`src/rtl/textmode_pkg.sv`:
```
`default_nettype none
// ============================================================================
//  Package     : textmode_pkg
//  Description : Shared geometry, control codes and state type for the
//                text-mode console feeder.
//  Revision    : 1.0  initial release
// ============================================================================
package textmode_pkg;

    // Character array geometry
    localparam int TM_COLS = 80;
    localparam int TM_ROWS = 30;

    // Control codes interpreted by the console
    localparam logic [7:0] CC_BS = 8'h08;
    localparam logic [7:0] CC_LF = 8'h0A;
    localparam logic [7:0] CC_FF = 8'h0C;
    localparam logic [7:0] CC_CR = 8'h0D;

    // Printable range, inclusive on both ends (0x7F is drawn as a glyph)
    localparam logic [7:0] PRINT_LO = 8'h20;
    localparam logic [7:0] PRINT_HI = 8'h7F;

    typedef enum logic [1:0] {
        IDLE       = 2'd0,
        CLR_LINE   = 2'd1,
        CLR_SCREEN = 2'd2
    } console_state_t;

endpackage
`default_nettype wire

```
`src/rtl/text_console_if.sv`:
```
`default_nettype none
// ============================================================================
//  Interface   : text_console_if
//  Description : Byte input handshake plus the character-write strobe bus
//                toward the character array.
//  Revision    : 1.0  initial release
// ============================================================================
interface text_console_if;

    logic [7:0] in_chr;
    logic       in_valid;
    logic       in_ready;

    logic [6:0] char_x;
    logic [5:0] char_y;
    logic [8:0] char_chr;
    logic       char_str;

    // Byte producer side (CPU/UART or bench)
    modport master (
        output in_chr, in_valid,
        input  in_ready, char_x, char_y, char_chr, char_str
    );

    // Console side
    modport slave (
        input  in_chr, in_valid,
        output in_ready, char_x, char_y, char_chr, char_str
    );

endinterface
`default_nettype wire

```
`src/rtl/text_console.sv`:
```
`default_nettype none
// ============================================================================
//  Module      : text_console
//  Description : Consumes a byte stream, tracks a cursor, interprets control
//                codes and emits single-cycle character writes. Rows are
//                cleared on entry instead of scrolling.
//  Revision    : 1.0  initial release
// ============================================================================
module text_console
    import textmode_pkg::*;
#(
    parameter int         COLS           = TM_COLS,
    parameter int         ROWS           = TM_ROWS,
    parameter logic [7:0] FILL_CHR       = 8'h20,
    parameter bit         CLEAR_ON_RESET = 1'b1
) (
    input  wire logic        clk_sys,
    input  wire logic        rst_n,
    text_console_if.slave    bus,
    output      logic [6:0]  cur_x,
    output      logic [5:0]  cur_y,
    output      logic        busy
);

    localparam int XW = (COLS > 1) ? $clog2(COLS) : 1;
    localparam int YW = (ROWS > 1) ? $clog2(ROWS) : 1;

    localparam logic [XW-1:0] CNT_X_LAST = XW'(COLS - 1);
    localparam logic [YW-1:0] CNT_Y_LAST = YW'(ROWS - 1);
    localparam logic [6:0]    CUR_X_LAST = 7'(COLS - 1);
    localparam logic [5:0]    CUR_Y_LAST = 6'(ROWS - 1);

    localparam console_state_t RESET_STATE = CLEAR_ON_RESET ? CLR_SCREEN : IDLE;

    console_state_t state;
    logic [XW-1:0]  cnt_x;
    logic [YW-1:0]  cnt_y;
    logic [5:0]     next_row;
    logic           printable;

    // Row entered by a line advance; wraps to the top instead of scrolling
    always_comb begin
        next_row  = (cur_y == CUR_Y_LAST) ? 6'd0 : cur_y + 6'd1;
        printable = (bus.in_chr >= PRINT_LO) && (bus.in_chr <= PRINT_HI);
    end

    assign bus.in_ready = (state == IDLE);
    assign busy         = (state != IDLE);

    // Cursor, clear sequencer and registered write bus
    always_ff @(posedge clk_sys or negedge rst_n) begin
        if (!rst_n) begin
            state        <= RESET_STATE;
            cnt_x        <= '0;
            cnt_y        <= '0;
            cur_x        <= 7'd0;
            cur_y        <= 6'd0;
            bus.char_str <= 1'b0;
            bus.char_x   <= 7'd0;
            bus.char_y   <= 6'd0;
            bus.char_chr <= 9'd0;
        end else begin
            bus.char_str <= 1'b0;
            case (state)
                IDLE: begin
                    if (bus.in_valid) begin
                        if (printable) begin
                            bus.char_str <= 1'b1;
                            bus.char_x   <= cur_x;
                            bus.char_y   <= cur_y;
                            bus.char_chr <= {1'b0, bus.in_chr};
                            if (cur_x < CUR_X_LAST) begin
                                cur_x <= cur_x + 7'd1;
                            end else begin
                                // Wrapped past the last column: advance and clear
                                cur_x <= 7'd0;
                                cur_y <= next_row;
                                cnt_x <= '0;
                                state <= CLR_LINE;
                            end
                        end else begin
                            case (bus.in_chr)
                                CC_LF: begin
                                    cur_x <= 7'd0;
                                    cur_y <= next_row;
                                    cnt_x <= '0;
                                    state <= CLR_LINE;
                                end
                                CC_CR: begin
                                    cur_x <= 7'd0;
                                end
                                CC_BS: begin
                                    if (cur_x != 7'd0) begin
                                        cur_x        <= cur_x - 7'd1;
                                        bus.char_str <= 1'b1;
                                        bus.char_x   <= cur_x - 7'd1;
                                        bus.char_y   <= cur_y;
                                        bus.char_chr <= {1'b0, FILL_CHR};
                                    end
                                end
                                CC_FF: begin
                                    cur_x <= 7'd0;
                                    cur_y <= 6'd0;
                                    cnt_x <= '0;
                                    cnt_y <= '0;
                                    state <= CLR_SCREEN;
                                end
                                default: begin
                                    // Unsupported code: consumed silently
                                end
                            endcase
                        end
                    end
                end

                CLR_LINE: begin
                    bus.char_str <= 1'b1;
                    bus.char_x   <= 7'(cnt_x);
                    bus.char_y   <= cur_y;
                    bus.char_chr <= {1'b0, FILL_CHR};
                    if (cnt_x == CNT_X_LAST) begin
                        cnt_x <= '0;
                        state <= IDLE;
                    end else begin
                        cnt_x <= cnt_x + 1'b1;
                    end
                end

                CLR_SCREEN: begin
                    bus.char_str <= 1'b1;
                    bus.char_x   <= 7'(cnt_x);
                    bus.char_y   <= 6'(cnt_y);
                    bus.char_chr <= {1'b0, FILL_CHR};
                    if (cnt_x == CNT_X_LAST) begin
                        cnt_x <= '0;
                        if (cnt_y == CNT_Y_LAST) begin
                            cnt_y <= '0;
                            state <= IDLE;
                        end else begin
                            cnt_y <= cnt_y + 1'b1;
                        end
                    end else begin
                        cnt_x <= cnt_x + 1'b1;
                    end
                end

                default: begin
                    state <= IDLE;
                end
            endcase
        end
    end

endmodule
`default_nettype wire

```
`src/flat_wrapper.sv`:
```
// flat-port wrapper written by rule: the top's interface ports become plain ports
module text_console_flat import textmode_pkg::*;
#(
    parameter int         COLS           = TM_COLS,
    parameter int         ROWS           = TM_ROWS,
    parameter logic [7:0] FILL_CHR       = 8'h20,
    parameter bit         CLEAR_ON_RESET = 1'b1
)
  (clk_sys, rst_n, cur_x, cur_y, busy, bus_in_chr, bus_in_valid, bus_in_ready, bus_char_x, bus_char_y, bus_char_chr, bus_char_str);
  text_console_if bus_i ();
  input  wire logic clk_sys;
  input  wire logic rst_n;
  output      logic [6:0] cur_x;
  output      logic [5:0] cur_y;
  output      logic busy;
  input wire logic [$bits(bus_i.in_chr)-1:0] bus_in_chr;
  input wire logic [$bits(bus_i.in_valid)-1:0] bus_in_valid;
  output wire logic [$bits(bus_i.in_ready)-1:0] bus_in_ready;
  output wire logic [$bits(bus_i.char_x)-1:0] bus_char_x;
  output wire logic [$bits(bus_i.char_y)-1:0] bus_char_y;
  output wire logic [$bits(bus_i.char_chr)-1:0] bus_char_chr;
  output wire logic [$bits(bus_i.char_str)-1:0] bus_char_str;
  assign bus_i.in_chr = bus_in_chr;
  assign bus_i.in_valid = bus_in_valid;
  assign bus_in_ready = bus_i.in_ready;
  assign bus_char_x = bus_i.char_x;
  assign bus_char_y = bus_i.char_y;
  assign bus_char_chr = bus_i.char_chr;
  assign bus_char_str = bus_i.char_str;
  text_console #(.COLS(COLS), .ROWS(ROWS), .FILL_CHR(FILL_CHR), .CLEAR_ON_RESET(CLEAR_ON_RESET)) u_core (.clk_sys(clk_sys), .rst_n(rst_n), .bus(bus_i), .cur_x(cur_x), .cur_y(cur_y), .busy(busy));
endmodule
```
`config.mk`:
```
export PLATFORM = sky130hd
export DESIGN_NAME = text_console_flat
export DESIGN_NICKNAME = d
export VERILOG_FILES = /design/src/rtl/textmode_pkg.sv /design/src/rtl/text_console_if.sv /design/src/rtl/text_console.sv /design/src/flat_wrapper.sv
export SDC_FILE = /design/constraint.sdc
export NUM_CORES = 1
export LEC_CHECK = 0
export ABC_AREA = 1
export CORE_ASPECT_RATIO = 1.75
export CORE_MARGIN = 2
export CORE_UTILIZATION = 40
export CTS_CLUSTER_SIZE = 25
export DETAILED_ROUTE_END_ITERATION = 10
export SETUP_SLACK_MARGIN = 0.15
export SLEW_MARGIN = 20
export SYNTH_ARGS = -nofsm -noshare
export SYNTH_HDL_FRONTEND = slang
export SYNTH_SLANG_ARGS = --single-unit
```
`constraint.sdc`:
```
create_clock -name clk_sys -period 1.8 [get_ports clk_sys]
set_clock_uncertainty 0.2 [all_clocks]
set_input_delay 0.36 -clock clk_sys [delete_from_list [all_inputs] [get_ports clk_sys]]
set_output_delay 0.36 -clock clk_sys [all_outputs]
set_load 0.01 [all_outputs]
```
### Yosys cells after proc, flatten, opt, wreduce, memory -nomap -nowiden

Index checks and enable logic that the tools add are counted.

* bits in registers: 50
* bits in latches: 0
* memory bits (writable): 0
* ROM bits: 0
* bits of input ports: 11
* output and inout port bits: 38
* word-level logic and storage cells: 105
* memories kept: 0

* add/subtract/negate cells: 5
* multiply operators: 0
* divide/modulo/power cells: 0
* magnitude comparators: 3
* equal/unequal tests: 22
* shift-type cells: 0
* multiplexer cells: 47
* bitwise logic cells: 0
* reductions and logical operators: 19

Operators with widths (number)
* $mux W7: 11
* $mux W6: 7
* $pmux W7 S2: 3
* $mux W9: 4
* $eq A8 B4 Y1 const B: 4
* $mux W5: 5
* $reduce_and A4 Y1: 5
* $pmux W6 S3: 1
* $pmux W9 S2: 1
* $add A7 B1 Y7 const B: 2
* $mux W2: 6
* $pmux W6 S2: 1
* $pmux W5 S2: 1
* $ne A3 B1 Y1 const B: 3
* $reduce_bool A3 Y1: 3
* $ge A8 B6 Y1 const B: 1
* $le A8 B7 Y1 const B: 1
* $ne A2 B1 Y1 const B: 4
* $eq A7 B7 Y1 const B: 1
* $lt A7 B7 Y1 const B: 1
* $reduce_bool A7 Y1: 1
* $sub A7 B1 Y7 const B: 1
* $add A6 B1 Y6 const B: 1
* $eq A6 B5 Y1 const B: 1
* other kinds (19): 27

### Logic depth before layout (Yosys ltp)

Gate-level depths: netlist (run 1).

* depth in word-level cells: 6
* depth in mapped cells: 11
* mapped depth without buffers: 11

### Worst setup path before layout (run 1)

No wires, ideal clock.

* path kind: flip-flop to flip-flop
* start: reg u_core.state[1]
* end: reg u_core.bus.char_chr[5]
* library setup time: 0.124 ns
* arrival: 1.720 ns
* required time: 1.476 ns
* setup slack: -0.244 ns
* cell stages (with the launch flop): 11
* period minus slack after synthesis: 2.044 ns
* cell sequence: dfstp_2 inv_1 ha_1 buf_4 inv_2 nor2_1 nor2_4 nand3_4 buf_8 nand2_2 o21ai_2

* elaborated cells between the ends (all ways): 10
* classes of those cells: 5 x eq/ne; 1 x mux; 4 x reduce/logical

RTL lines
* start: declaration: RTL line text_console.sv:35 `console_state_t state;`
* start signal: assignment: RTL line text_console.sv:53 `state <= RESET_STATE;`
* start signal: assignment: RTL line text_console.sv:79 `state <= CLR_LINE;`
* start signal: assignment: RTL line text_console.sv:87 `state <= CLR_LINE;`
* $logic_not A2 Y1 (*)
* net bus_in_ready: RTL line flat_wrapper.sv:18 `output wire logic [$bits(bus_i.in_ready)-1:0] bus_in_ready;`
* $ne A3 B1 Y1 (no line) (tied with other cells)
* $reduce_and A4 Y1 (no line)
* end signal: assignment: RTL line text_console.sv:71 `bus.char_chr <= {1'b0, bus.in_chr};`
* end signal: assignment: RTL line text_console.sv:98 `bus.char_chr <= {1'b0, FILL_CHR};`
* end signal: assignment: RTL line text_console.sv:120 `bus.char_chr <= {1'b0, FILL_CHR};`
* end: declaration: RTL line text_console_if.sv:28 `output in_ready, char_x, char_y, char_chr, char_str`

Mark *: on every way through the listed nets, which the timed path passes. The rest lies on a longest branch.
A chain may end at the register's enable or synchronous reset.

### Worst setup path in the final report (run 1)

* start: reg u_core.state[1]
* end: reg u_core.bus.char_chr[4]

* word-level cells in the longest chain between the ends: 4
* elaborated cells between the ends (all ways): 10
* classes of those cells: 5 x eq/ne; 1 x mux; 4 x reduce/logical

Ends and longest elaborated chain
* $eq A2 B1 Y1 / $eq A2 B2 Y1 (equally long branches): RTL line text_console.sv:64 `case (state)`
* $reduce_or A2 Y1 (no line)
* $reduce_bool A2 Y1 (no line)
* $reduce_and A4 Y1 (no line)

Parallel ways exist; a longest one is shown, timed or not.

==> impl_metrics.toml, run 1 <==
[outcome]
outcome = "complete, but fails checks"
violations = "setup timing"

[routing]
top_layer_used = "met4"
routed_via_density = 5.211
m1WireLength_um = 3799
drtIter0Drc = 190
ant_nets = 0
wl_met2_um = 5807
wl_per_cell_um = 15.09
routed-via-count = 3564
drc = 0
route.met3.wl_um = 322
first_pass_iters = 4
wirelength_um = 10320

[floorplan]
core_sq_um = 8258
ioPinCount = 49
start_util_pct = 41.08
design.die.area_sq_um = 9262
rows = 44
die_h_um = 125.8
die_x_um = 73.61

[clocking]
path_clk_slew_ns = 0.07
clock_path_buffers = 2
clock_sinks = 49
htreeDepth = 2
clk_latency_ns = 0.30
cts_tree = "yes"
cts_buffers = 5
clock-root-buffer = "clkbuf_16"

[finish]
final_nets = 614
area_growth_syn_to_layout_pct = 49.83
post-route-util_pct = 61.55
drive_gt1_share_pct = 40.03
fin_cells = 684
fillers = 763
final_cell_mix = "nand2_1 (117), buf_4 (58), nand2_2 (54)"
n_antenna_cell = 0
final_common_cell = "nand2_1"

[synthesis]
ys_types = 33
synth-seq-cells = 49
syn-num-nets = 497
yosys_warnings = 0
avgSynthCellArea_sq_um = 7.156
syn-instance-count = 474
yosysSeqAreaShare_pct = 36.19
netlist_area_sq_um = 3392

[flow_run]
cap_viol_max_count = 0

[critical_path]
path_cells = "inv_2 -> ha_4 -> inv_8 -> buf_6 -> nor2_4 -> nor2_4 -> nand3_4 -> buf_12 -> nand2_2 -> o21ai_2"
slowest_delay_ns = 0.54
cp_top_family = "flip-flops"
cp-start-kind = "register"
cp.required_ns = 1.79
crit_type = "register to register"
critPathMaxFanout = 10
cp.arrival_ns = 1.85
cp-end-kind = "register"
slowest_stage = "dfstp_2"
crit_top_cell = "nor2_4"
crit_buf_inv = 4

[place]
gp_congestion = 0.8805
hpwl_um = 7326
dp.cells = 653
portBuffers = 47

[global_routing]
grt_pass1_wl_um = 16730
track_usage_pct = 23.17
grt_max_degree = 33
grt_pass1_vias = 3672
antenna_found_initial = 0
overflow = 0

[pwr]
p_leak_nw = 2.627
power_density_nw_per_um2 = 1391
ir_drop_mv = 0.7164

[timing]
finalSetupViolations = 29
finalWorstSetupSlack_ns = -0.05878
drv_slew = 0
fmax_mhz = 538.0
rsz0062_at_grt = "true"
finalCritPeriodShare_pct = 103.3
final-hold-violation-count = 0
fin_crit_ns = 1.859

[worst_hold_path]
min_path_type = "register to register"
-- layer usage --
metal,global-route usage [%],vias up
li1,-,1755
met1,23.92,1686
met2,43.75,92
met3,3.200,31
met4,10.59,0
met5,0,-
-- final timing paths --
check / from / to / slack [ns] / cells past startpoint
max: u_core.state[1] / u_core.bus.char_chr[4] / -0.06 / 10
min: u_core.bus.char_x[0] / u_core.bus.char_x[0] / 0.27 / 2
max reg2reg: u_core.state[1] / u_core.bus.char_chr[4] / -0.06 / 10
min reg2reg: u_core.bus.char_x[0] / u_core.bus.char_x[0] / 0.27 / 2
max in group asynchronous: rst_n / u_core.cur_x[1] / 0.52 / 3
min in group asynchronous: rst_n / u_core.cur_x[4] / 0.35 / 2
-- flip-flops by register name (all words and copies together), names as in the netlist --
signal / flops
u_core.bus.char_y: 6
u_core.bus.char_chr: 8
u_core.cur_y: 6
u_core.cnt_x: 7
u_core.cnt_y: 5
u_core.bus.char_x: 7
u_core.state: 2
u_core.bus.char_str: 1
u_core.cur_x: 7
-- layout make-up --
class                   count  area (sq um)  share of cell area, %
repair buffers            124          1100                  21.64
flip-flops and latches     49          1236                  24.32
well taps                  92         115.1                  2.265
clock inverters             2         38.79                 0.7632
clock buffers               6         128.9                  2.536
multi-input cells         359          2250                  44.26
inverters                  52         214.0                  4.210
-- where the power goes --
group | switching [W] | leakage, nW | internal, W
logic | 0.00242 | 1.91 | 0.00191
registers | 0.000229 | 0.640 | 0.00142
clock network | 0.000437 | 0.0810 | 0.000660
total | 0.00309 | 2.63 | 0.00399
-- metrics by stage --
stage	area [sq um]	setup WS, ns	setup TNS [ns]	power (W)	hold slack (ns)
2_1_floorplan	3466	-0.08391	-1.159	0.003785	-0.1356
3_3_place_gp	4362	-0.3921	-16.91	0.005242	0.1375
3_5_place_dp	4362	-0.4039	-17.10	0.005292	0.1400
4_1_cts	4852	-0.05152	-0.6360	0.006767	0.2789
5_1_grt	5082	-0.1508	-3.420	0.007576	0.3119
6_report	5082	-0.05878	-0.8153	0.007072	0.2747
-- repair_timing --
item                                    CTS  global route
pin swaps                                30            28
hold buffers                              1             0
endpoints found under the setup margin   86            53
cloned                                    3             0
endpoints found under the hold margin    16             0
setup buffers                            15             4
resized for setup                       116            73
-- worst min-delay path, delay by kind of cell (launching register included) --
kind,cells,cell delay (ns)
flip-flops,1,0.34
AND/OR/NAND/NOR,2,0.10
-- cell families after synthesis --
family                   after synthesis  synth area share, %
AO/OA/AOI/OAI                         44                8.779
flip-flops                            49                36.19
adder cells (fa/ha/maj)               12                4.426
XOR/XNOR                               9                2.324
AND/OR/NAND/NOR                      291                38.69
buffers and inverters                 68                9.480
other                                  1               0.1106
-- cell usage after synthesis, drive strengths merged --
master    n  share of area, %
a21oi     5              0.74
a22oi     3              0.66
a31oi     1              0.18
buf      12               3.3
clkbuf    4              0.44
conb      1              0.11
dfrtp    48                35
dfstp     1              0.77
ha       12               4.4
inv      52               5.8
nand2   177                20
nand3    63                11
nand3b    1              0.22
nand4    12               2.2
nor2     32               4.4
nor3      4              0.59
o21ai    33               6.4
o21bai    2              0.77
or2       2              0.37
xnor2     2              0.52
xor2      7               1.8
Note: power is estimated with default switching activity, not from simulation.
==> inputs of run 2 (changes only) <==
Settings changed: PLACE_DENSITY set to 0.68.
==> impl_metrics.toml, run 2 (same netlist as run 1, synthesis figures left out) <==
[timing]
final-hold-violation-count = 0
rsz0062_at_grt = "true"
fin_crit_ns = 1.881
fmax_mhz = 531.6
finalSetupViolations = 24
finalCritPeriodShare_pct = 104.5
drv_slew = 0
finalWorstSetupSlack_ns = -0.08098

[pwr]
pwr-share-clk_pct = 13.4
power_frac_comb_pct = 62.5
power_density_nw_per_um2 = 1370
internal-power_w = 0.003835
p_total_w = 0.006970
swShare_pct = 44.98
p_switching_w = 0.003135
p_leak_nw = 2.656
ir_drop_mv = 0.6336
seqPwrFrac_pct = 24.1

[floorplan]
start_util_pct = 41.08
die_x_um = 73.61
die_h_um = 125.8
core_sq_um = 8258
rows = 44
design.die.area_sq_um = 9262
ioPinCount = 49

[critical_path]
cp_top_family = "flip-flops"
critPathMaxFanout = 3
crit_type = "register to output pin"
slowest_delay_ns = 0.54
path_cells = "inv_2 -> ha_4 -> buf_12 -> buf_6"
cp.required_ns = 1.24
slowest_stage = "dfstp_2"
crit_buf_inv = 3
cp-start-kind = "register"
cp.arrival_ns = 1.32
cp-end-kind = "output pin"
r2r_slack_ns = -0.05

[finish]
fin_cells = 688
n_antenna_cell = 0
final_common_cell = "nand2_1"
fillers = 714
area_growth_syn_to_layout_pct = 50.02
final_cell_mix = "nand2_1 (125), buf_4 (59), nand3_1 (50)"
final_area_sq_um = 5089
top_register = "u_core.bus.char_chr"
largest_reg_flops = 8
drive_gt1_share_pct = 40.10
final_nets = 618

[place]
dp.cells = 656
placed_area_sq_um = 4384
gp_congestion = 0.9062
portBuffers = 47
hpwl_um = 7602
dp_slack_ns = -0.3978

[clocking]
cts_buffers = 5
path_clk_slew_ns = 0.06
clk_latency_ns = 0.30
clock-root-buffer = "clkbuf_16"
clock_sinks = 49
htreeDepth = 2
clock_path_buffers = 2
cts_tree = "yes"

[outcome]
violations = "setup timing"
outcome = "complete, but fails checks"

[global_routing]
grt_pass1_vias = 3514
grt_pass1_wl_um = 16580
overflow = 0
antenna_found_initial = 0
grt_max_degree = 29
track_usage_pct = 22.98

[routing]
drc = 0
wl_per_cell_um = 15.51
first_pass_iters = 4
ant_nets = 0
routed-via-count = 3604
routed_via_density = 5.238
drtIter0Drc = 255
wirelength_um = 10670

[flow_run]
cap_viol_max_count = 0

[worst_hold_path]
min_path_type = "input pin to register"
run 2: changes by cell type in the layout (fill, tap and decap cells not counted), moves of 3 or more:
cell / before / now
buf_6: 14 / 17
nor2_1: 19 / 14
nand2_1: 117 / 125
nand3_2: 10 / 6
nand2_2: 54 / 45
nand3_1: 47 / 50
dlymetal6s2s_1: 0 / 3
dlygate4sd2_1: 41 / 36
nor2_2: 7 / 11
run 2: layer usage:
metal | up-vias | global-route usage [%] | wire length [um]
met3 | 37 | 2.880 | 340
met5 | - | 0 | 0
met1 | 1713 | 22.78 | 3626
li1 | 1758 | - | -
met4 | 0 | 12.94 | 574
met2 | 96 | 43.38 | 6131
run 2: power by group through the flow:
stage	clock, W	sequential, W	combinational (W)
2_1_floorplan	0	0.00181	0.00197
3_3_place_gp	0	0.00172	0.00357
3_5_place_dp	0	0.00173	0.00363
4_1_cts	0.000950	0.00167	0.00388
5_1_grt	0.000995	0.00171	0.00473
6_report	0.000931	0.00168	0.00436
run 2: metrics by stage:
step                      hold slack, ns  setup TNS [ns]  util (%)
after global placement           0.02189          -14.00     53.09
after detailed placement         0.01965          -16.58     53.09
after CTS                         0.2432         -0.4122     57.53
after global routing              0.1878          -2.144     61.62
final                             0.1843         -0.7121     61.62
after floorplan                  -0.1356          -1.159         -
run 2: area by class of cell:
class / count / area, sq um / share of cell area (%)
multi-input combinational: 359 / 2247 / 44.16
sequential: 49 / 1239 / 24.34
timing repair buffer: 128 / 1132 / 22.25
inverter: 52 / 212.7 / 4.180
clock buffer: 5 / 125.1 / 2.459
tap: 92 / 115.1 / 2.262
clock inverter: 3 / 17.52 / 0.3442
run 2: final timing paths:
kind,start,end,depth (start not counted)
max in group asynchronous,rst_n,u_core.state[1],3
min,bus_in_chr[4],u_core.bus.char_chr[4],3
min reg2reg,u_core.bus.char_x[0],u_core.bus.char_x[0],2
max reg2reg,u_core.state[1],u_core.bus.char_chr[5],10
min in group asynchronous,rst_n,u_core.cur_y[5],2
max,u_core.state[1],bus_in_ready,4
run 2: timing repair:
action                                  in CTS  in global routing
endpoints found under the setup margin      86                 53
pin swaps                                   21                 34
cloned                                       2                  0
gates resized for setup                    113                 84
endpoints found under the hold margin       48                  0
hold buffers                                 1                  0
buffers inserted                            11                 10
run 2: worst min-delay path, delay by kind of cell:
family / cells / cell delay, ns
AO/OA/AOI/OAI: 1 / 0.05
buffers and inverters: 1 / 0.14
AND/OR/NAND/NOR: 1 / 0.09
